$ cat config.mk
export PLATFORM = sky130hd
export DESIGN_NAME = pipe_drain_buffer
export DESIGN_NICKNAME = d
export VERILOG_FILES = /design/src/rtl/pipe_drain_buffer_pkg.sv /design/src/rtl/drain_buf_ram.sv /design/src/rtl/pipe_drain_buffer.sv
export SDC_FILE = /design/constraint.sdc
export NUM_CORES = 1
export LEC_CHECK = 0
export ABC_CLOCK_PERIOD_IN_PS = 2800
export CORE_AREA = 8 8 107 129
export CTS_BUF_LIST = sky130_fd_sc_hd__clkbuf_8
export CTS_CLUSTER_SIZE = 16
export DETAILED_ROUTE_END_ITERATION = 8
export DIE_AREA = 0 0 115 137
export PLACE_DENSITY = 0.72
export SLEW_MARGIN = 20
export SYNTH_ARGS = -nofsm -noshare
export SYNTH_HDL_FRONTEND = slang
export SYNTH_SLANG_ARGS = --single-unit
$ cat constraint.sdc
create_clock -name clk -period 2.8 [get_ports clk]
set_input_delay 0.84 -clock clk [delete_from_list [all_inputs] [get_ports clk]]
set_output_delay 0.84 -clock clk [all_outputs]
set_load 0.005 [all_outputs]
$ cat src/rtl/pipe_drain_buffer_pkg.sv
// Shared constants and helpers for the pipeline drain buffer.
// Holds the default geometry and the constant clog2 used to size counters and pointers.
package pipe_drain_buffer_pkg;

   localparam int DEF_DATA_WIDTH   = 16;
   localparam int DEF_PIPE_LATENCY = 4;
   localparam int DEF_DEPTH        = 8;

   function automatic int clog2(input int value);
      int result;
      result = 0;
      for (int i = 0; i < 31; i++) begin
         if ((1 << i) < value) begin
            result = i + 1;
         end
      end
      return result;
   endfunction

endpackage

$ cat src/rtl/drain_buf_ram.sv
// Simple dual-port word store: synchronous write, asynchronous read.
// Zero read latency; no flow control, the caller owns occupancy and pointers.
module drain_buf_ram #(
   parameter int DW    = 16,
   parameter int DEPTH = 8,
   parameter int AW    = 3
) (
   input  logic          clk_i,
   input  logic          wr_en_i,
   input  logic [AW-1:0] wr_addr_i,
   input  logic [DW-1:0] wr_data_i,
   input  logic [AW-1:0] rd_addr_i,
   output logic [DW-1:0] rd_data_o
);

   logic [DW-1:0] mem_q [DEPTH];

   always_ff @(posedge clk_i) begin
      if (wr_en_i) begin
         mem_q[wr_addr_i] <= wr_data_i;
      end
   end

   assign rd_data_o = mem_q[rd_addr_i];

endmodule

$ cat src/rtl/pipe_drain_buffer.sv
// Credit-guarded FWFT skid buffer that absorbs every result of a fixed-latency pipeline.
// Push to m_valid in one edge; issue_ok withdraws credits so in-flight results always fit.
module pipe_drain_buffer
   import pipe_drain_buffer_pkg::*;
#(
   parameter int C_DATA_WIDTH   = DEF_DATA_WIDTH,
   parameter int C_PIPE_LATENCY = DEF_PIPE_LATENCY,
   parameter int C_DEPTH        = DEF_DEPTH
) (
   input  logic                    clk,
   input  logic                    rst,
   input  logic                    issue,
   output logic                    issue_ok,
   input  logic                    pipe_valid,
   input  logic [C_DATA_WIDTH-1:0] pipe_data,
   output logic                    m_valid,
   output logic [C_DATA_WIDTH-1:0] m_data,
   input  logic                    m_ready,
   output logic [clog2(C_DEPTH):0] count,
   output logic                    err
);

   localparam int AW = clog2(C_DEPTH);
   localparam int CW = AW + 1;
   localparam logic [CW-1:0] DEPTH_C = CW'(C_DEPTH);
   localparam bit CFG_OK = (C_PIPE_LATENCY >= 1) && (C_PIPE_LATENCY <= 64) &&
                           (C_DEPTH >= C_PIPE_LATENCY) && (C_DEPTH >= 2) &&
                           ((1 << AW) == C_DEPTH);

   if (!CFG_OK) begin : g_cfg_err
      $error("pipe_drain_buffer: C_DEPTH must be a power of two >= max(2, C_PIPE_LATENCY)");
   end

   logic [CW-1:0] credits_q, credits_d;
   logic [CW-1:0] count_q, count_d;
   logic [AW-1:0] wr_ptr_q, wr_ptr_d;
   logic [AW-1:0] rd_ptr_q, rd_ptr_d;
   logic          err_q, err_d;
   logic          pop, full, push_ok, drop, issue_err;

   always_comb begin
      pop       = (count_q != '0) && m_ready;
      full      = (count_q == DEPTH_C);
      // A full buffer still accepts a push when the head leaves in the same cycle.
      push_ok   = pipe_valid && (!full || pop);
      drop      = pipe_valid && full && !pop;
      issue_err = issue && (credits_q == '0) && !pop;

      credits_d = credits_q;
      count_d   = count_q;
      wr_ptr_d  = wr_ptr_q;
      rd_ptr_d  = rd_ptr_q;
      err_d     = err_q | drop | issue_err;

      if (issue && !pop) begin
         credits_d = (credits_q == '0) ? '0 : credits_q - CW'(1);
      end else if (pop && !issue) begin
         credits_d = credits_q + CW'(1);
      end

      case ({push_ok, pop})
         2'b10:   count_d = count_q + CW'(1);
         2'b01:   count_d = count_q - CW'(1);
         default: count_d = count_q;
      endcase

      if (push_ok) begin
         wr_ptr_d = wr_ptr_q + AW'(1);
      end
      if (pop) begin
         rd_ptr_d = rd_ptr_q + AW'(1);
      end
   end

   always_ff @(posedge clk or negedge rst) begin
      if (!rst) begin
         credits_q <= DEPTH_C;
         count_q   <= '0;
         wr_ptr_q  <= '0;
         rd_ptr_q  <= '0;
         err_q     <= 1'b0;
      end else begin
         credits_q <= credits_d;
         count_q   <= count_d;
         wr_ptr_q  <= wr_ptr_d;
         rd_ptr_q  <= rd_ptr_d;
         err_q     <= err_d;
      end
   end

   drain_buf_ram #(
      .DW    (C_DATA_WIDTH),
      .DEPTH (C_DEPTH),
      .AW    (AW)
   ) u_ram (
      .clk_i     (clk),
      .wr_en_i   (push_ok),
      .wr_addr_i (wr_ptr_q),
      .wr_data_i (pipe_data),
      .rd_addr_i (rd_ptr_q),
      .rd_data_o (m_data)
   );

   assign m_valid  = (count_q != '0);
   assign count    = count_q;
   assign err      = err_q;
   assign issue_ok = (credits_q != '0) || pop;

endmodule

==> qor.yml <==
run_status:
  outcome: "finished, violations left"
  violations: "setup timing"
clock_tree:
  clock_sinks: 143
  cts-buffers-inserted: 17
  path_clk_slew_ns: 0.08
  cts_root_buf: "clkbuf_8"
  h-tree-depth: 4
  cts_tree: "yes"
  clk_path_buf_depth: 2
  clk_latency_ns: 0.43
  cts_hold_buf: 0
sta:
  setup_viol: 15
  fin_hold_ws_ns: 0.500
  period_share_pct: 105
  fin_worst_skew_ns: 0.0111
  tns_ns: -1.16
  min_period_ns: 2.94
  grt_setup_unrepaired: "true"
  fmax_mhz: 340
  final.setup.worst_slack_ns: -0.140
  slew_violations: 0
  hold_viol_final: 0
  relSlewSlack_pct: 53.5
  worst_slew_pin_slew_ns: 0.696
cells_and_area:
  fill_cells: 866
  multi_input_area_mm2: 0.00154
  seqCellArea_mm2: 0.00422
  nets: 417
  fin_cells: 563
  drive_above_1_share_pct: 38.1
  stdcell_area_mm2: 0.00735
  areaGrowthSynthToFinish_pct: 27.8
  antenna_cells: 0
setup_path:
  path_common_cell: "buf_12"
  cp_top_family: "multiplexers"
  cp_slowest_cell: "mux4_2"
  critPathMaxFanout: 4
  critPathBufInv: 4
  start_kind: "flip-flop"
  worstPathCellList: "buf_12 > buf_12 > buf_12 > mux4_2 > mux2_4 > buf_6"
  end_kind: "primary output"
  cp_data_required_time_ns: 1.96
  crit_path_max_incr_delay_ns: 0.49
  critPathKind: "reg -> out"
  crit_arrival_ns: 2.10
synth:
  avgSynthCellArea_um2: 19.6
  ys.flop_type: "edfxtp_1"
  synth_edf_count: 128
  synth_nets: 322
  syn_area_mm2: 0.00575
  synth_top_area_share_pct: 66.9
  yosysMostFrequentCell: "edfxtp_1"
  async_flop_share_pct: 10.5
  ys_top_cells_by_area: "edfxtp_1 67%, mux4_2 13%, dfrtp_1 6.1%"
  yosys-top-cells-count: "128 x edfxtp_1, 32 x mux4_2, 17 x mux2_2"
  yosys.area.top_type: "edfxtp_1"
  yosysWarnings: 0
  synthCells: 294
  synth_cell_types: 36
  ys_seq_elements: 143
  ys_seq_area_share_pct: 73.4
grt:
  grt_antenna_before_repair: 0
  grt_pass1_vias: 3289
  grt-ovfl-total: 0
  grt_max_degree: 21
  grt_usage_pct: 15.6
  grt_pass1_wl_mm: 17.9
place:
  portBuffers: 43
  post-dp-hpwl_mm: 6.96
  routabilityCongestion: 0.781
  placedCellCount: 516
  place_area_mm2: 0.00665
  dpl_worst_slack_ns: -0.122
routing:
  ant_nets: 0
  totalWireLength_mm: 11.2
  first_pass_iters: 4
  drtIter0Drc: 173
  post-route-drc-count: 0
  wire_per_inst_um: 20.0
  vias: 3046
  vias_per_cell: 5.41
floorplanning:
  num_io_pins: 44
  die_w_um: 115
  coreArea_mm2: 0.0118
  die_h_um: 137
  dieArea_mm2: 0.0158
  start_util_pct: 48.8
  row_count: 44
flow_run:
  max_cap_viol_count: 0
power:
  p_leak_nw: 2.58
  power.density_mw_per_mm2: 1050
  ir_worst_vdd_mv: 0.593
min_path:
  min_path_type: "reg -> reg"
## cell usage in the layout (no fill, tap or decap), types with 2 or more instances in the layout
cell type and count:
edfxtp_1 128, mux4_2 32, buf_4 31, clkdlybuf4s50_1 25
clkbuf_8 17, buf_6 17, mux2_4 14, dfrtp_1 13
nand2_1 12, buf_12 11, nor2_1 9, inv_1 9
a21oi_1 8, ha_1 7, xnor2_1 6, nand2b_1 5
nor3_2 5, nor3_1 5, inv_6 4, o21ai_0 4
bufinv_16 4, mux2_2 3, nand3_1 3, o31ai_1 2
clkinv_1 2, clkinv_4 2, clkinvlp_4 2, dlygate4sd2_1 2
buf_2 2
## area by class of cell
class	instances	area share, %
sequential	143	57.5
timing repair buffer	88	12.6
tap	161	2.74
inverter	8	0.477
clock buffer	17	3.19
multi-input combinational	131	20.9
clock inverter	15	2.64
## worst paths after layout
path | start | to | slack (ns) | depth (start not counted)
min in group asynchronous | rst | err | 0.83 | 1
worst max-delay path | rd_ptr_q[0] | m_data[8] | -0.14 | 6
worst min register to register | err | err | 0.50 | 1
max in group asynchronous | rst | rd_ptr_q[0] | 1.48 | 1
worst min-delay path | err | err | 0.50 | 1
worst max register to register | count[0] | count[2] | 0.59 | 10
## through the flow
stage          total power [mW]  util [%]
4_1_cts                    7.78      62.3
3_3_place_gp               5.50      56.5
3_5_place_dp               5.56      56.5
5_1_grt                    8.11      62.4
6_report                   7.73      62.4
2_1_floorplan              4.37         -
## metal layers
layer	vias up	wire length, um	GRT usage [%]
met5	-	0	0
met4	0	180	5.78
met3	12	501	4.68
met2	73	6050	26.8
met1	1593	4510	18.1
li1	1368	-	-
## kinds of logic after synthesis
group / after synthesis / synth area share, %
flip-flops: 143 / 73.4
multiplexers: 50 / 16.0
AND/OR/NAND/NOR: 46 / 4.03
AO/OA/AOI/OAI: 21 / 2.39
buffers and inverters: 20 / 1.52
XOR/XNOR: 7 / 1.07
adder cells (fa/ha/maj): 7 / 1.52
## where the power goes
part / switching, mW / internal [mW]
Combinational: 1.23 / 1.83
Clock: 0.761 / 0.969
Sequential: 0.210 / 2.72
## what timing repair did
item	in CTS	in global routing
pin swaps	1	0
buffers inserted	11	4
setup endpoints to repair	17	16
gates resized for setup	96	6
cloned	3	0
## sequential cells by signal, indices dropped and copies added, names as in the netlist
signal       count
u_ram.mem_q    128
count            4
credits_q        4
rd_ptr_q         3
wr_ptr_q         3
err              1
Note: power is estimated with default switching activity, not from simulation.
